[src/rtl/fb_pkg.sv]
// Shared framebuffer geometry constants and the arbiter FSM state encoding.
package fb_pkg;

    localparam int ADDR_W   = 19;
    localparam int DATA_W   = 4;
    localparam int FB_DEPTH = 307200;

    typedef enum logic [0:0] {
        ARB   = 1'b0,
        CLEAR = 1'b1
    } arb_state_t;

endpackage

[src/rtl/fb_read_pipe.sv]
// Scanout read return path: a read granted in cycle t comes back as
// rvalid/rdata in cycle t+2, lining up with the memory's one-cycle read latency.
module fb_read_pipe #(
    parameter int DATA_W = fb_pkg::DATA_W
) (
    input  logic              clk,
    input  logic              rst,
    input  logic              issue,
    input  logic [DATA_W-1:0] mem_rdata,
    output logic              rvalid,
    output logic [DATA_W-1:0] rdata
);

    logic stage1_q, stage1_d;
    logic stage2_q, stage2_d;

    always_comb begin
        stage1_d = issue;
        stage2_d = stage1_q;
    end

    // Clearing both stages on reset drops any read still in flight.
    always_ff @(posedge clk) begin
        if (rst) begin
            stage1_q <= 1'b0;
            stage2_q <= 1'b0;
        end else begin
            stage1_q <= stage1_d;
            stage2_q <= stage2_d;
        end
    end

    assign rvalid = stage2_q;
    assign rdata  = stage2_q ? mem_rdata : '0;

endmodule

[src/rtl/fb_arbiter.sv]
// Single-port framebuffer arbiter shared by scanout reads, vector-writer writes
// and a clear sequencer that only exists when built with FB_CLEAR_EN.
module fb_arbiter #(
    parameter int              ADDR_W     = fb_pkg::ADDR_W,
    parameter int              DATA_W     = fb_pkg::DATA_W,
    parameter int              FB_DEPTH   = fb_pkg::FB_DEPTH,
    parameter int              STARVE_MAX = 8,
    parameter logic [DATA_W-1:0] CLEAR_VAL = '0
) (
    input  logic              clk,
    input  logic              rst,
    input  logic              scan_req,
    input  logic [ADDR_W-1:0] scan_addr,
    output logic              scan_gnt,
    output logic              scan_rvalid,
    output logic [DATA_W-1:0] scan_rdata,
    input  logic              wr_req,
    input  logic [ADDR_W-1:0] wr_addr,
    input  logic [DATA_W-1:0] wr_data,
    output logic              wr_gnt,
    input  logic              clear_start,
    output logic              clear_done,
    output logic              busy,
    output logic              mem_en,
    output logic              mem_we,
    output logic [ADDR_W-1:0] mem_addr,
    output logic [DATA_W-1:0] mem_wdata,
    input  logic [DATA_W-1:0] mem_rdata
);

    localparam int STARVE_W = $clog2(STARVE_MAX + 1);

    logic [STARVE_W-1:0] starve_cnt_q, starve_cnt_d;
    logic                starved;
    logic                scan_gnt_c, wr_gnt_c, clear_step;
    logic                in_clear;
    logic [ADDR_W-1:0]   step_addr;

    logic              mem_en_q, mem_en_d;
    logic              mem_we_q, mem_we_d;
    logic [ADDR_W-1:0] mem_addr_q, mem_addr_d;
    logic [DATA_W-1:0] mem_wdata_q, mem_wdata_d;

`ifdef FB_CLEAR_EN
    import fb_pkg::arb_state_t;
    import fb_pkg::ARB;
    import fb_pkg::CLEAR;

    arb_state_t        state_q, state_d;
    logic [ADDR_W-1:0] clear_addr_q, clear_addr_d;
    logic              clear_last;

    assign in_clear  = (state_q == CLEAR);
    assign step_addr = clear_addr_q;

    // clear_start is only looked at in ARB, so a pulse during a clear is dropped.
    always_comb begin
        state_d      = state_q;
        clear_addr_d = clear_addr_q;
        clear_last   = 1'b0;
        if (in_clear) begin
            if (clear_step) begin
                if (clear_addr_q == ADDR_W'(FB_DEPTH - 1)) begin
                    clear_last   = 1'b1;
                    state_d      = ARB;
                    clear_addr_d = '0;
                end else begin
                    clear_addr_d = clear_addr_q + 1'b1;
                end
            end
        end else if (clear_start) begin
            state_d      = CLEAR;
            clear_addr_d = '0;
        end
    end

    always_ff @(posedge clk) begin
        if (rst) begin
            state_q      <= ARB;
            clear_addr_q <= '0;
        end else begin
            state_q      <= state_d;
            clear_addr_q <= clear_addr_d;
        end
    end

    assign busy       = in_clear;
    assign clear_done = clear_last;
`else
    localparam int unused_fb_depth = FB_DEPTH;
    logic unused_clear_start;

    assign unused_clear_start = clear_start;
    assign in_clear           = 1'b0;
    assign step_addr          = '0;
    assign busy               = 1'b0;
    assign clear_done         = 1'b0;
`endif

    // Scanout has priority except when the writer has waited STARVE_MAX cycles;
    // during a clear the writer is locked out and the clear fills idle cycles.
    always_comb begin
        starved    = wr_req && (starve_cnt_q == STARVE_W'(STARVE_MAX));
        scan_gnt_c = 1'b0;
        wr_gnt_c   = 1'b0;
        clear_step = 1'b0;
        if (!rst) begin
            if (in_clear) begin
                scan_gnt_c = scan_req;
                clear_step = !scan_req;
            end else if (wr_req && (starved || !scan_req)) begin
                wr_gnt_c = 1'b1;
            end else begin
                scan_gnt_c = scan_req;
            end
        end
    end

    always_comb begin
        starve_cnt_d = starve_cnt_q;
        if (!wr_req || wr_gnt_c) begin
            starve_cnt_d = '0;
        end else if (starve_cnt_q != STARVE_W'(STARVE_MAX)) begin
            starve_cnt_d = starve_cnt_q + 1'b1;
        end
    end

    always_comb begin
        mem_en_d    = scan_gnt_c | wr_gnt_c | clear_step;
        mem_we_d    = wr_gnt_c | clear_step;
        mem_addr_d  = '0;
        mem_wdata_d = '0;
        if (wr_gnt_c) begin
            mem_addr_d  = wr_addr;
            mem_wdata_d = wr_data;
        end else if (clear_step) begin
            mem_addr_d  = step_addr;
            mem_wdata_d = CLEAR_VAL;
        end else if (scan_gnt_c) begin
            mem_addr_d  = scan_addr;
        end
    end

    always_ff @(posedge clk) begin
        if (rst) begin
            starve_cnt_q <= '0;
            mem_en_q     <= 1'b0;
            mem_we_q     <= 1'b0;
            mem_addr_q   <= '0;
            mem_wdata_q  <= '0;
        end else begin
            starve_cnt_q <= starve_cnt_d;
            mem_en_q     <= mem_en_d;
            mem_we_q     <= mem_we_d;
            mem_addr_q   <= mem_addr_d;
            mem_wdata_q  <= mem_wdata_d;
        end
    end

    fb_read_pipe #(
        .DATA_W (DATA_W)
    ) u_read_pipe (
        .clk       (clk),
        .rst       (rst),
        .issue     (scan_gnt_c),
        .mem_rdata (mem_rdata),
        .rvalid    (scan_rvalid),
        .rdata     (scan_rdata)
    );

    assign scan_gnt  = scan_gnt_c;
    assign wr_gnt    = wr_gnt_c;
    assign mem_en    = mem_en_q;
    assign mem_we    = mem_we_q;
    assign mem_addr  = mem_addr_q;
    assign mem_wdata = mem_wdata_q;

endmodule

[config.mk]
export PLATFORM = sky130hd
export DESIGN_NAME = fb_arbiter
export DESIGN_NICKNAME = d
export VERILOG_FILES = /design/src/rtl/fb_pkg.sv /design/src/rtl/fb_read_pipe.sv /design/src/rtl/fb_arbiter.sv
export SDC_FILE = /design/constraint.sdc
export NUM_CORES = 1
export LEC_CHECK = 0
export CAP_MARGIN = 20
export CORE_MARGIN = 2
export CORE_UTILIZATION = 32
export CTS_CLUSTER_DIAMETER = 30
export DETAILED_ROUTE_END_ITERATION = 16
export PLACE_DENSITY = 0.78
export SLEW_MARGIN = 15
export SYNTH_ARGS = -nofsm -noshare
export SYNTH_HDL_FRONTEND = slang
export SYNTH_SLANG_ARGS = --single-unit
[constraint.sdc]
create_clock -name clk -period 1.7 [get_ports clk]
set_input_delay 0.17 -clock clk [delete_from_list [all_inputs] [get_ports clk]]
set_output_delay 0.17 -clock clk [all_outputs]
set_load 0.02 [all_outputs]
Word-level counts from Yosys, hierarchy flattened
Index checks and enable logic that the tools add are counted.
{ "word_totals": {"reg_bits": 31, "out_inout_bits": 34, "elab_cells": 27} }
{ "op_classes": {"n_addsub": 1, "n_eq_ne": 2, "muxes": 7, "n_bitwise": 2, "n_reduce_logical": 8} }
{ "op_table": {"columns": ["operator", "count"], "rows": [
  ["2-to-1 mux 19 bit", 2],
  ["adder 4 x 1 -> 4 bit, second input constant", 1],
  ["equality test 4 bit, second input constant", 1],
  ["2-to-1 mux 1 bit", 4],
  ["2-to-1 mux 4 bit", 1],
  ["!= test 4 bit, second input constant", 1],
  ["OR reduction 2 bit", 2],
  ["logical AND 1 bit", 2],
  ["zero test 1 bit", 2],
  ["logical OR 1 bit", 2],
  ["inverter 1 bit", 1],
  ["bitwise OR 1 bit", 1]
]} }

Depth between registers and ports, before layout
{ "logic_depth": {"ltp_word": 8, "ltp_mapped": 6, "mapped_depth_nobuf": 5} }

Hierarchy
From an unflattened synthesis, not the netlist that was laid out.
{ "hier_totals": {"hier_cells": 89, "area_unflattened_um2": 1074.8} }
{ "by_module_without_submodules": {"columns": ["module", "n_inst", "cells_each", "area_per_inst_um2", "seq_area_each_um2"], "rows": [
  ["fb_arbiter", 1, 81, 997.2, 580.6],
  ["fb_read_pipe", 1, 8, 77.6, 40.0]
]} }

Worst setup path after synthesis
No wires, ideal clock.
{ "synth_path": {"path_kind": "register -> register", "from": "register starve_cnt_q[0]", "to": "register mem_addr_q[10] (netlist: mem_addr[10])", "arrival_time_ps": 1212, "required_time_ps": 1583, "setup_slack_ps": 371, "path_stages_with_launch": 7, "period_less_slack_ps": 1329, "cell_sequence": "dfxtp_1 > inv_1 > ha_1 > nand3b_4 > o211a_4 > buf_6 > a22o_1"} }
{ "synth_via": {"elab_chain_cells": 8, "elab_cells_between_ends": 10, "classes_between": "eq/ne (1); mux (6); reduce/logical (3)"} }
{ "synth_lines": {"columns": ["item", "line", "text"], "rows": [
  ["start: declaration", "fb_arbiter.sv:33", "logic [STARVE_W-1:0] starve_cnt_q, starve_cnt_d;"],
  ["start signal: assignment", "fb_arbiter.sv:152", "starve_cnt_q <= starve_cnt_d;"],
  ["equality test 4 bit", "fb_arbiter.sv:103", "starved = wr_req && (starve_cnt_q == STARVE_W'(STARVE_MAX));"],
  ["logical AND 1 bit", "fb_arbiter.sv:103", null],
  ["logical OR 1 bit", "fb_arbiter.sv:111", "end else if (wr_req && (starved || !scan_req)) begin"],
  ["logical AND 1 bit", "fb_arbiter.sv:111", null],
  ["2-to-1 mux 1 bit", "fb_arbiter.sv:111", null],
  ["2-to-1 mux 1 bit", "fb_arbiter.sv:107", "if (!rst) begin"],
  ["net scan_gnt", "fb_arbiter.sv:14", "output logic scan_gnt,"],
  ["2-to-1 mux 19 bit", "fb_arbiter.sv:139", "end else if (scan_gnt_c) begin"],
  ["2-to-1 mux 19 bit", "fb_arbiter.sv:133", "if (wr_gnt_c) begin"],
  ["end signal: assignment", "fb_arbiter.sv:155", "mem_addr_q <= mem_addr_d;"],
  ["end: declaration", "fb_arbiter.sv:41", "logic [ADDR_W-1:0] mem_addr_q, mem_addr_d;"]
]} }
The timed path passes the listed nets, and every way through them passes these cells.
A chain may end at the register's enable or synchronous reset.

Worst setup path after layout
{ "layout_path": {"from": "register u_read_pipe.stage2_q (netlist: u_read_pipe.rvalid)", "to": "output port scan_rdata[1]"} }
{ "layout_via": {"elab_chain_cells": 1} }
{ "layout_lines": {"columns": ["item", "line", "text"], "rows": [
  ["start: declaration", "fb_read_pipe.sv:15", "logic stage2_q, stage2_d;"],
  ["start signal: assignment", "fb_read_pipe.sv:29", "stage2_q <= stage2_d;"],
  ["2-to-1 mux 4 bit", "fb_read_pipe.sv:34", "assign rdata = stage2_q ? mem_rdata : '0;"],
  ["end: declaration", "fb_arbiter.sv:16", "output logic [DATA_W-1:0] scan_rdata,"]
]} }
Every way passes these cells.

==> metrics <==
outcome completed; Starting Density 32.8%; clock sinks 31; Die H 62.1 um; CP Launch Type flip-flop; Layout area overhead 84.3%; max_cap viols 0; via count 998; Avg Inst Size Synth 12.1 um^2; WS Path Type flip-flop to primary output; most common cell after layout, fill and taps aside clkdlybuf4s50_1; Final WS setup 0.0917 ns; synth top area cells dfxtp_1 58%, a22o_1 15%, and2_1 4.6%; Compound-Gate Fraction of Synth Area 20.0%; Setup crit end kind primary output; Mapped Cells 89; total gr overflow 0; vias in the first global route 990; flops & latches, synth 31; synth warn 0; initial drt markers 11; mux cell area share after synthesis 0%; WP data arrival 1.44 ns; total wire length 2.80 mm; root buffer cell clkbuf_4; IO Pins 85; CTS H-Tree Depth 2; maximum clock rate 0.622 GHz; RSZ-0062 raised after global routing false; Placer Congestion 0.628; most frequent cells in the layout 77 x clkdlybuf4s50_1, 30 x dfxtp_1, 19 x a22o_1, 8 x and2_1, 6 x buf_4; Hold Buf Count CTS 0; Min-Delay Path Class input port to flip-flop; sequential fraction of the synthesis area 57.5%; Clk Latency, worst-skew pair 0.33 ns; area leader, netlist dfxtp_1; PwrDens 741 nW/um^2; main combinational cell family by area after synthesis compound AO/OA/AOI/OAI gates; clock buffer depth 2; final net count 231; # setup viols final 0; Place WS -0.0632 ns; clock slew at reported path FFs 0.08 ns; Final min period 1.61 ns; CTS tree done; Die ar. 3850 um^2; Port Buffer Count 81; post-synth top area share 57.5%; largest net degree at the start of global routing 24; final antenna-violating net count 0; Detailed Routing Iterations Pass 1 4; Simple-Gate Fraction of Synth Area 11.3%; Die X 62.1 um; Syn Std Cell Area 1080 um^2; core area 3280 um^2; cell area after layout 1990 um^2; number of buffers created by CTS 5; Core Rows 21; final core occ 60.5%; Slew Viols, Final 0; wire length per cell 12.5 um; xor/xnor share of the synthesized area 1.62%; first-pass GRT wire length 4.09 mm; Tot GR Track Use 15.5%; VDD IR-drop max 367 uV; Residual DRC 0; vias per cell 4.44; Critical Path RT 1.53 ns; adder-cell share of the synthesized area 2.32%; Yosys cell types 21; Final Hold Vio Count 0; initial antenna violation count 0; Antenna Cells 0; Final period util 94.6%; CP Max Fanout 5; share of cells above drive strength 1 11.2%; Clock Skews 0.00605 ns; dpl cell area 1940 um^2; hpwl dp 2.29 mm; Leak Pwr 0.834 nW
## final timing paths
path / startpoint / to / slack [ns] / cells past startpoint
setup / recovery: u_read_pipe.rvalid$_SDFF_PP0_ / scan_rdata[1] / 0.09 / 2
hold / removal: wr_data[3] / mem_wdata[3]$_SDFF_PP0_ / 0.40 / 2
setup reg to reg: starve_cnt_q[1]$_SDFFE_PP0P_ / mem_addr[14]$_SDFF_PP0_ / 0.25 / 6
hold reg to reg: u_read_pipe.stage1_q$_SDFF_PP0_ / u_read_pipe.rvalid$_SDFF_PP0_ / 0.45 / 1
## worst max-delay path: stages (launching register included)
cell,delay [ns]
dfxtp_1,0.38
and2_1,0.14
clkdlybuf4s50_1,0.60
## logic make-up (layout without fill, tap and decap cells)
| kind of cell | after synthesis | count (layout) |
|---|---|---|
| buffers and inverters | 11 | 100 |
| adders and majority gates | 2 | 2 |
| DFF | 31 | 31 |
| and+or+nand+nor | 19 | 19 |
| other | 1 | 2 |
| AOI/OAI and AO/OA | 23 | 23 |
| xor gates and xnor gates | 2 | 2 |
## synthesized netlist by cell type
library cell,number
nor3_1,4
and2_1,8
dfxtp_1,31
buf_4,3
conb_1,1
inv_1,5
nand3b_4,1
a21oi_4,1
ha_1,2
a22o_1,19
buf_6,3
nand2_1,1
o211a_4,1
xor2_1,1
xnor2_1,1
nor2b_1,1
nand2b_2,1
o211a_1,1
nor2_1,2
a21oi_1,1
nand3_1,1
## sequential cells by signal (all words and copies together) (netlist names)
register,flops
u_read_pipe.stage1_q,1
mem_en,1
u_read_pipe.rvalid,1
mem_addr,19
starve_cnt_q,4
mem_we,1
mem_wdata,4
## routing by layer
layer | global-route usage, % | share of wire, % | up-vias
li1 | - | - | 484
met3 | 4.97 | 13 | 8
met4 | 11.9 | 3.2 | 0
met2 | 29.3 | 52 | 69
met1 | 12.9 | 31 | 437
met5 | 0 | 0 | -
## layout make-up
class,instances,area [um^2]
Fill cell,285,1300
Timing Repair Buffer,87,851
Sequential cell,31,622
Multi-Input combinational cell,48,389
Tap cell,46,57.6
Clock buffer,7,45.0
Inverter,5,18.8
Clock inverter,1,5.00
## what timing repair did
item                                    4_1_cts  5_1_grt
gates resized for setup                       8        4
buffers inserted                              0        0
endpoints found under the setup margin        2        4
## stage by stage
step	power, mW	setup TNS [ns]	std cells	hold WS, ns
floorplan	0.904	0	90	0.242
global placement	1.10	-0.0821	217	0.421
detailed placement	1.11	-0.116	217	0.429
CTS	1.50	0	225	0.396
global route	1.56	0	225	0.411
finish	1.47	0	225	0.402
## power breakdown
group / internal (mW) / total (mW) / switching [mW] / leakage (nW)
clock: 0.161 / 0.389 / 0.229 / 0.0293
combinational: 0.194 / 0.312 / 0.118 / 0.549
sequential: 0.761 / 0.771 / 0.0100 / 0.256
(Power assumes the default switching activity.)
